`src/rtl/muldiv_unit_if.sv`:
```
// Start/done handshake and HI/LO result bus between the control unit and the
// iterative multiply/divide unit.
interface muldiv_unit_if #(
  parameter int n = 32
);
  logic         start;
  logic [1:0]   op;
  logic [n-1:0] a;
  logic [n-1:0] b;
  logic         busy;
  logic         done;
  logic [n-1:0] hi;
  logic [n-1:0] lo;
  logic         div_by_zero;

  modport master (
    output start, op, a, b,
    input  busy, done, hi, lo, div_by_zero
  );

  modport slave (
    input  start, op, a, b,
    output busy, done, hi, lo, div_by_zero
  );
endinterface

```
`src/rtl/muldiv_unit.sv`:
```
// Multi-cycle mult/multu/div/divu unit: shift-add multiply and restoring divide
// on operand magnitudes, one bit per cycle, with a final sign-fix cycle.
module muldiv_unit #(
  parameter int n = 32
) (
  input logic          clk,
  input logic          reset,
  muldiv_unit_if.slave bus
);
  localparam int cw = $clog2(n + 1);

  typedef enum logic [1:0] {
    IDLE = 2'd0,
    CALC = 2'd1,
    FIX  = 2'd2,
    DONE = 2'd3
  } state_t;

  state_t         state_r;
  state_t         state_s;
  logic [cw-1:0]  cnt_r;
  logic           is_div_r;
  logic           zero_r;
  logic           neg_res_r;
  logic           neg_rem_r;
  logic [n-1:0]   mcand_r;
  logic [2*n-1:0] prod_r;
  logic [n-1:0]   rem_r;
  logic [n-1:0]   quo_r;
  logic [n-1:0]   hi_r;
  logic [n-1:0]   lo_r;
  logic           dbz_r;
  logic           busy_r;
  logic           done_r;

  logic           is_signed_s;
  logic           is_div_s;
  logic           neg_a_s;
  logic           neg_b_s;
  logic [n-1:0]   mag_a_s;
  logic [n-1:0]   mag_b_s;
  logic           b_zero_s;
  logic [n:0]     mul_sum_s;
  logic [2*n-1:0] mul_next_s;
  logic [n:0]     shift_s;
  logic           ge_s;
  logic [n-1:0]   rem_next_s;
  logic [n-1:0]   quo_next_s;
  logic [2*n-1:0] prod_fix_s;
  logic [n-1:0]   quo_fix_s;
  logic [n-1:0]   rem_fix_s;

  // Operand decode; |MIN| = 2^(n-1) falls out of n-bit negation as unsigned.
  always_comb begin
    is_signed_s = bus.op[0];
    is_div_s    = bus.op[1];
    neg_a_s     = is_signed_s & bus.a[n-1];
    neg_b_s     = is_signed_s & bus.b[n-1];
    b_zero_s    = (bus.b == {n{1'b0}});
    if (neg_a_s) begin
      mag_a_s = -bus.a;
    end else begin
      mag_a_s = bus.a;
    end
    if (neg_b_s) begin
      mag_b_s = -bus.b;
    end else begin
      mag_b_s = bus.b;
    end
  end

  // One multiply and one divide iteration, plus the sign-corrected results.
  always_comb begin
    if (prod_r[0]) begin
      mul_sum_s = {1'b0, prod_r[2*n-1:n]} + {1'b0, mcand_r};
    end else begin
      mul_sum_s = {1'b0, prod_r[2*n-1:n]};
    end
    mul_next_s = {mul_sum_s, prod_r[n-1:1]};

    // The partial remainder stays below the divisor, so an n-bit difference is exact.
    shift_s = {rem_r, quo_r[n-1]};
    ge_s    = (shift_s >= {1'b0, mcand_r});
    if (ge_s) begin
      rem_next_s = shift_s[n-1:0] - mcand_r;
      quo_next_s = {quo_r[n-2:0], 1'b1};
    end else begin
      rem_next_s = shift_s[n-1:0];
      quo_next_s = {quo_r[n-2:0], 1'b0};
    end

    if (neg_res_r) begin
      prod_fix_s = -prod_r;
      quo_fix_s  = -quo_r;
    end else begin
      prod_fix_s = prod_r;
      quo_fix_s  = quo_r;
    end
    if (neg_rem_r) begin
      rem_fix_s = -rem_r;
    end else begin
      rem_fix_s = rem_r;
    end
  end

  // State register.
  always_ff @(posedge clk or posedge reset) begin
    if (reset) begin
      state_r <= IDLE;
    end else begin
      state_r <= state_s;
    end
  end

  // Next-state logic; divide by zero skips CALC but still spends the FIX cycle.
  always_comb begin
    state_s = state_r;
    case (state_r)
      IDLE: begin
        if (bus.start) begin
          if (is_div_s && b_zero_s) begin
            state_s = FIX;
          end else begin
            state_s = CALC;
          end
        end else begin
          state_s = IDLE;
        end
      end
      CALC: begin
        if (cnt_r == cw'(n - 1)) begin
          state_s = FIX;
        end else begin
          state_s = CALC;
        end
      end
      FIX:     state_s = DONE;
      DONE:    state_s = IDLE;
      default: state_s = IDLE;
    endcase
  end

  // Operand latch and iteration datapath.
  always_ff @(posedge clk or posedge reset) begin
    if (reset) begin
      cnt_r     <= {cw{1'b0}};
      is_div_r  <= 1'b0;
      zero_r    <= 1'b0;
      neg_res_r <= 1'b0;
      neg_rem_r <= 1'b0;
      mcand_r   <= {n{1'b0}};
      prod_r    <= {(2*n){1'b0}};
      rem_r     <= {n{1'b0}};
      quo_r     <= {n{1'b0}};
    end else begin
      case (state_r)
        IDLE: begin
          if (bus.start) begin
            cnt_r     <= {cw{1'b0}};
            is_div_r  <= is_div_s;
            zero_r    <= is_div_s & b_zero_s;
            neg_res_r <= neg_a_s ^ neg_b_s;
            neg_rem_r <= neg_a_s;
            mcand_r   <= is_div_s ? mag_b_s : mag_a_s;
            prod_r    <= {{n{1'b0}}, mag_b_s};
            rem_r     <= {n{1'b0}};
            // A zero divisor reports the raw dividend in hi, so keep A unmodified.
            quo_r     <= (is_div_s && b_zero_s) ? bus.a : mag_a_s;
          end
        end
        CALC: begin
          cnt_r <= cnt_r + cw'(1);
          if (is_div_r) begin
            rem_r <= rem_next_s;
            quo_r <= quo_next_s;
          end else begin
            prod_r <= mul_next_s;
          end
        end
        FIX:     cnt_r <= {cw{1'b0}};
        DONE:    cnt_r <= {cw{1'b0}};
        default: cnt_r <= {cw{1'b0}};
      endcase
    end
  end

  // HI/LO and divide-by-zero flag, written only on the way into DONE.
  always_ff @(posedge clk or posedge reset) begin
    if (reset) begin
      hi_r  <= {n{1'b0}};
      lo_r  <= {n{1'b0}};
      dbz_r <= 1'b0;
    end else if (state_r == FIX) begin
      if (zero_r) begin
        hi_r  <= quo_r;
        lo_r  <= {n{1'b1}};
        dbz_r <= 1'b1;
      end else if (is_div_r) begin
        hi_r  <= rem_fix_s;
        lo_r  <= quo_fix_s;
        dbz_r <= 1'b0;
      end else begin
        hi_r  <= prod_fix_s[2*n-1:n];
        lo_r  <= prod_fix_s[n-1:0];
        dbz_r <= 1'b0;
      end
    end
  end

  // busy and done registered from the next state so they track state_r exactly.
  always_ff @(posedge clk or posedge reset) begin
    if (reset) begin
      busy_r <= 1'b0;
      done_r <= 1'b0;
    end else begin
      busy_r <= (state_s != IDLE);
      done_r <= (state_s == DONE);
    end
  end

  assign bus.busy        = busy_r;
  assign bus.done        = done_r;
  assign bus.hi          = hi_r;
  assign bus.lo          = lo_r;
  assign bus.div_by_zero = dbz_r;
endmodule
```
`src/flat_wrapper.sv`:
```
// flat-port wrapper written by rule: the top's interface ports become plain ports
module muldiv_unit_flat 
#(
  parameter int n = 32
)
  (clk, reset, bus_start, bus_op, bus_a, bus_b, bus_busy, bus_done, bus_hi, bus_lo, bus_div_by_zero);
  muldiv_unit_if #(.n(n)) bus_i ();
  input logic clk;
  input logic reset;
  input wire logic [$bits(bus_i.start)-1:0] bus_start;
  input wire logic [$bits(bus_i.op)-1:0] bus_op;
  input wire logic [$bits(bus_i.a)-1:0] bus_a;
  input wire logic [$bits(bus_i.b)-1:0] bus_b;
  output wire logic [$bits(bus_i.busy)-1:0] bus_busy;
  output wire logic [$bits(bus_i.done)-1:0] bus_done;
  output wire logic [$bits(bus_i.hi)-1:0] bus_hi;
  output wire logic [$bits(bus_i.lo)-1:0] bus_lo;
  output wire logic [$bits(bus_i.div_by_zero)-1:0] bus_div_by_zero;
  assign bus_i.start = bus_start;
  assign bus_i.op = bus_op;
  assign bus_i.a = bus_a;
  assign bus_i.b = bus_b;
  assign bus_busy = bus_i.busy;
  assign bus_done = bus_i.done;
  assign bus_hi = bus_i.hi;
  assign bus_lo = bus_i.lo;
  assign bus_div_by_zero = bus_i.div_by_zero;
  muldiv_unit #(.n(n)) u_core (.clk(clk), .reset(reset), .bus(bus_i));
endmodule
```
`config.mk`:
```
export PLATFORM = sky130hd
export DESIGN_NAME = muldiv_unit_flat
export DESIGN_NICKNAME = d
export VERILOG_FILES = /design/src/rtl/muldiv_unit_if.sv /design/src/rtl/muldiv_unit.sv /design/src/flat_wrapper.sv
export SDC_FILE = /design/constraint.sdc
export NUM_CORES = 1
export LEC_CHECK = 0
export BUFFER_PORTS_ARGS = -buffer_cell sky130_fd_sc_hd__buf_2
export CORE_MARGIN = 2
export CORE_UTILIZATION = 50
export CTS_CLUSTER_DIAMETER = 120
export CTS_CLUSTER_SIZE = 16
export DETAILED_ROUTE_END_ITERATION = 16
export GPL_ROUTABILITY_DRIVEN = 0
export PLACE_DENSITY = 0.68
export SYNTH_ARGS = -nofsm -noshare
export SYNTH_HDL_FRONTEND = slang
export SYNTH_SLANG_ARGS = --single-unit
export TNS_END_PERCENT = 20
```
`constraint.sdc`:
```
create_clock -name clk -period 17.85 [get_ports clk]
set_input_delay 0.8925 -clock clk [delete_from_list [all_inputs] [get_ports clk]]
set_output_delay 0.8925 -clock clk [all_outputs]
set_load 0.01 [all_outputs]
```
==> metrics.csv, run 1 <==
metric,value,unit
post_cts.repair.setup_buffers,0,
combPwrFrac,56.7,%
overflow,0,
drv_cap,0,
drtIter0Drc,2032,
cts_root_buf,clkbuf_16,
clk_pin_slew,0.09,ns
grt_pass1_wl,102,mm
pre_cts_slack,13.48,ns
min_period,4.08,ns
via_per_inst,6.44,
synth_compound_area_share,24.9,%
synth_nets,2492,
syn_area_per_cell,7.88,µm²
cts_sinks,239,
synthXorXnorAreaFrac,11.7,%
num_io_pins,136,
synthMuxAreaShare,2.78,%
synth_edf_count,0,
die_y,197,µm
netlist_instances,2351,
cp.arrival,4.43,ns
synth_top_family_by_area,compound AO/OA/AOI/OAI gates,
p_sw,1770,µW
worst_slack,13.77,ns
p_int,1670,µW
numCtsBuffers,18,
synthArstFlopShare,100,%
antenna_found_initial,2,
wl_per_cell,23.1,µm
powerDensity,172,nW/µm²
pwr-share-seq,31.9,%
p_sw_share,51.4,%
ant_nets,0,
synthSimpleGateAreaFrac,18.7,%
fmax,245,MHz
drt_pass1_iterations,6,
die_w,197,µm
cts_tree,done,
leakagePower,0.00839,µW
yosys_most_used_dff,dfrtp_1,
synth.most_common_cell,o21ai_0,
rsz0062_at_grt,false,
status,completed,
die_area,38600,µm²
syn_area,18500,µm²
hold_viol_final,0,
dp_hpwl,49.5,mm
layout.nets,2525,
synthAdderAreaFrac,4.94,%
synth_top_area_share,32.3,%
initial_core_util,50.8,%
setup_viol,0,
worst_ir_drop_vdd,0.0000642,V
grt_usage,34.0,%
htree_levels,1,
synth.area.top_cells,"dfrtp_1, o21ai_0, xnor2_1",
grt_pass1_vias,16949,
clockPowerShare,11.4,%
seq_area_frac_synth,32.3,%
drc,0,
yosysUniqueCellTypes,81,
portBuffers,135,
clk_path_buf_depth,3,
synth_seq_cells,239,
slew_viol_final,0,
synthTopCellsByCount,"o21ai_0, nand2_1, dfrtp_1, a21oi_1, nor2_1",
finalCritPeriodShare,22.8,%
cts_hold_buf,0,
hp-class,reg2reg,
crit_path_end_kind,flop,
clk_latency,0.54,ns
drive_gt1_share,9.09,%
ys_warn_count,0,
coreArea,36500,µm²
rows,70,
via_count,18390,
drt-total-wl,65.9,mm
crit_required,18.21,ns
power.total,3440,µW
area_growth,7.58,%
worstMarginPinSlew,1.36,ns
clock_skew,0.0334,ns
worstSetupStartpointType,flop,
cts.repair.resized,0,
tns,0,ns
crit_fanout,10,
crit_type,reg2reg,
synth_area_leader_cell,dfrtp_1,
maxSlewHeadroom,9.00,%
grt_max_degree,121,
path summary, 6_finish.rpt:
kind / from / endpoint / slack, ns / cells past startpoint
worst max-delay path: u_core.rem_r[2]$_DFFE_PP0P_ / u_core.rem_r[15]$_DFFE_PP0P_ / 13.77 / 11
worst min-delay path: u_core.bus.div_by_zero$_DFFE_PP0P_ / u_core.bus.div_by_zero$_DFFE_PP0P_ / 0.47 / 2
worst max register to register: u_core.rem_r[2]$_DFFE_PP0P_ / u_core.rem_r[15]$_DFFE_PP0P_ / 13.77 / 11
worst min register to register: u_core.bus.div_by_zero$_DFFE_PP0P_ / u_core.bus.div_by_zero$_DFFE_PP0P_ / 0.47 / 2
max in group asynchronous: reset / u_core.mcand_r[4]$_DFFE_PP0P_ / 15.06 / 4
min in group asynchronous: reset / u_core.rem_r[7]$_DFFE_PP0P_ / 0.57 / 2
power by group through the flow:
stage | clock (µW) | sequential [µW] | combinational, µW
CTS | 397 | 1070 | 1910
detailed placement | 0 | 1080 | 1900
finish | 393 | 1100 | 1950
global placement | 0 | 1070 | 1870
floorplan | 0 | 894 | 1500
global route | 420 | 1100 | 2160
flip-flops by register name, indices dropped and copies added, names as in the netlist:
register and cells:
u_core.rem_r 32, u_core.bus.busy 1, u_core.neg_rem_r 1, u_core.zero_r 1, u_core.bus.done 1, u_core.cnt_r 6, u_core.neg_res_r 1, u_core.bus.hi 32
u_core.prod_r 64, u_core.mcand_r 32, u_core.bus.lo 32, u_core.is_div_r 1, u_core.quo_r 32, u_core.bus.div_by_zero 1, u_core.state_r 2
cell families (layout without fill, tap and decap cells):
family | Yosys count | in the layout
buffers and inverters | 229 | 264
multiplexers | 50 | 50
AND/OR/NAND/NOR | 740 | 740
other | 0 | 2
adder cells (fa/ha/maj) | 72 | 72
AO/OA/AOI/OAI | 773 | 773
flip-flops | 239 | 239
XOR/XNOR | 248 | 248
layout make-up:
| class | instances | area (µm²) |
|---|---|---|
| fill | 3475 | 16600 |
| multi-input combinational | 1883 | 11700 |
| sequential | 239 | 5980 |
| timing repair buffer | 159 | 856 |
| tap | 468 | 586 |
| clock buffer | 21 | 462 |
| inverter | 83 | 319 |
| clock inverter | 1 | 16.3 |
| antenna | 2 | 5.00 |
metrics by stage:
stage                     hold slack [ns]  util (%)  cells  cell area, µm²
after floorplan                     0.449         -   2351           18500
after global placement              0.456      53.3   2832           19500
after detailed placement            0.459      53.3   2832           19500
after CTS                           0.477      54.6   2854           19900
after global routing                0.515      54.6   2856           19900
final                               0.472      54.6   2856           19900
cell usage in the layout, fill, tap and decap left out, types with 19 or more instances in the layout:
cell type,netlist,routed
a21o_1,22,22
a21oi_1,228,228
a31oi_1,19,19
and3_1,22,22
buf_2,2,135
buf_4,1,24
dfrtp_1,239,237
ha_1,70,70
inv_1,82,80
mux2i_1,47,47
nand2_1,267,266
nand2b_1,23,22
nand3_1,57,57
nor2_1,194,191
nor3_1,43,43
o21ai_0,283,283
o22ai_1,25,25
o31ai_1,44,44
o41ai_1,27,27
or3_1,34,34
xnor2_1,134,134
xor2_1,114,114
worst max-delay path, stage by stage (launching register included):
cell	delay [ns]
dfrtp_1	0.47
ha_1	0.42
nand3_1	0.12
o21bai_1	0.20
a2111oi_0	0.64
o31ai_1	0.22
a21boi_0	0.40
o22ai_1	0.27
o21ai_1	0.57
buf_4	0.32
mux2i_1	0.20
o21ai_0	0.08
routing by layer:
layer  track usage, %  up-vias  part of all wire (%)
met5                0        -                     0
met4             13.9        0                   4.4
met3             6.72      157                    11
met2             50.6      998                    43
met1             48.5     8770                    42
li1                 -     8465                     -
No activity file was read; power rests on OpenSTA's default activity.
==> inputs of run 2 (changes only) <==
ABC_AREA = 1   (was default)
clock period = 3.85 ns   (was 17.85 ns; I/O delays follow)
==> metrics.csv, run 2 <==
metric,value,unit
synth_edf_count,0,
die_area,44600,µm²
num_io_pins,136,
crit_type,reg2reg,
status,completed,
antenna_found_initial,2,
rsz0062_at_grt,false,
final_cells,4198,
area_growth,8.01,%
clk_pin_slew,0.08,ns
maxSlewHeadroom,6.69,%
synth_seq_cells,239,
htree_levels,1,
cts_sinks,239,
synth_top_area_share,27.8,%
syn_area_per_cell,5.99,µm²
synth.area.top_cells,"dfrtp_1, nand2_1, nand3_1",
setup_viol,0,
synth.most_common_cell,nand2_1,
yosysUniqueCellTypes,42,
ys_warn_count,0,
tns,0,ns
layout.nets,3797,
grt_pass1_vias,23186,
synth_area_leader_cell,dfrtp_1,
cts_root_buf,clkbuf_16,
final_cell_mix,"nand2_1, nand3_1, inv_1, nor2_1, o21ai_0",
seq_area_frac_synth,27.8,%
synthArstFlopShare,100,%
cts_tree,done,
synth_nets,3725,
min_period,3.14,ns
n_fill_cell,4331,
hp-class,in2reg,
die_w,211,µm
worstMarginPinSlew,1.38,ns
drt_pass1_iterations,9,
drv_cap,0,
regMostFlops,u_core.prod_r,
netlist_instances,3584,
clk_path_buf_depth,3,
worstSetupStartpointType,flop,
clk_latency,0.56,ns
synthTopCellsByCount,"nand2_1, nand3_1, inv_1, nor2_1, o21ai_0",
via_count,25758,
drc,0,
via_per_inst,6.14,
hold_viol_final,0,
wl_per_cell,22.0,µm
cp.arrival,3.58,ns
grt_pass1_wl,138,mm
final_common_cell,nand2_1,
coreArea,42100,µm²
crit_fanout,33,
initial_core_util,51.0,%
numCtsBuffers,19,
slew_viol_final,0,
grt_usage,41.0,%
largest_reg_flops,64,
overflow,0,
syn_area,21500,µm²
place_inst,4169,
design_area,23200,µm²
final_util,55.1,%
powerDensity,1010,nW/µm²
yosys_most_used_dff,dfrtp_1,
portBuffers,135,
clock_skew,0.0309,ns
drtIter0Drc,3778,
fmax,318,MHz
post_cts.repair.setup_buffers,0,
placed_area,22600,µm²
finalCritPeriodShare,81.6,%
drt-total-wl,92.5,mm
dp_hpwl,72.9,mm
die_y,211,µm
ant_nets,0,
grt_max_degree,110,
worst_ir_drop_vdd,0.000509,V
crit_required,4.29,ns
drive_gt1_share,6.53,%
rows,75,
crit_path_end_kind,flop,
leakagePower,0.0119,µW
n_antenna_cell,0,
[run 2: logic make-up (layout without fill, tap and decap cells)]
kind of cell    count (synthesis)  count (layout)  share of synthesized area (%)
buf+inv                       547             622                           9.81
flops                         239             239                           27.8
xor+xnor                       60              60                           2.45
simple gates                 2018            2018                           39.3
compound gates                648             648                           16.4
fa+ha+maj                      72              72                           4.26
[run 2: metal layers]
layer | track usage [%] | share of wire, %
met5 | 0 | 0
met2 | 58.9 | 40
met3 | 11.6 | 14
met1 | 56.3 | 39
met4 | 19.8 | 5.9
[run 2: area by class of cell]
class | count | area, µm² | area share (%)
clock inverter | 3 | 28.8 | 0.124
tap | 539 | 674 | 2.91
multi-input combinational | 2798 | 13400 | 57.8
timing repair buffer | 180 | 1050 | 4.53
sequential | 239 | 5980 | 25.8
clock buffer | 21 | 483 | 2.08
inverter | 418 | 1570 | 6.78
[run 2: repair_timing]
item	CTS	global route
hold buffers	5	0
endpoints found under the hold margin	183	0
resized for setup	0	0
[run 2: path summary, 6_finish.rpt]
| path | to | slack, ns | cells past startpoint | startpoint |
|---|---|---|---|---|
| worst max-delay path | u_core.rem_r[22]$_DFFE_PP0P_ | 0.71 | 11 | u_core.mcand_r[23]$_DFFE_PP0P_ |
| worst min-delay path | u_core.cnt_r[0]$_DFFE_PP0P_ | 0.02 | 4 | bus_start |
| worst max register to register | u_core.rem_r[22]$_DFFE_PP0P_ | 0.71 | 11 | u_core.mcand_r[23]$_DFFE_PP0P_ |
| worst min register to register | u_core.bus.hi[17]$_DFFE_PP0P_ | 0.48 | 2 | u_core.bus.hi[17]$_DFFE_PP0P_ |
| max in group asynchronous | u_core.rem_r[31]$_DFFE_PP0P_ | 2.40 | 5 | reset |
| min in group asynchronous | u_core.bus.lo[15]$_DFFE_PP0P_ | 0.34 | 4 | reset |
[run 2: worst max-delay path: stages (launching register included)]
cell and delay, ns:
dfrtp_1 0.59, inv_1 0.08, ha_1 0.40, nand2_1 0.15, o21ai_0 0.41, a21oi_1 0.18
nor2_1 0.15, nor2_2 0.06, nand2_2 0.52, nand3_1 0.29, nand3_1 0.14, nand2_1 0.05
[run 2: stage by stage]
step,setup WS (ns),hold WS (ns),power [µW]
after CTS,0.796,0.0223,22600
final,0.707,0.0206,23400
after floorplan,0.524,0.342,15500
after detailed placement,0.822,0.413,20600
after global routing,0.605,0.0624,25100
after global placement,0.838,0.413,20400
[run 2: report_power, final]
group	total [µW]	switching, µW	internal [µW]
registers	5160	1500	3660
logic	16300	11400	4910
clock network	1970	1060	904
total	23400	14000	9470
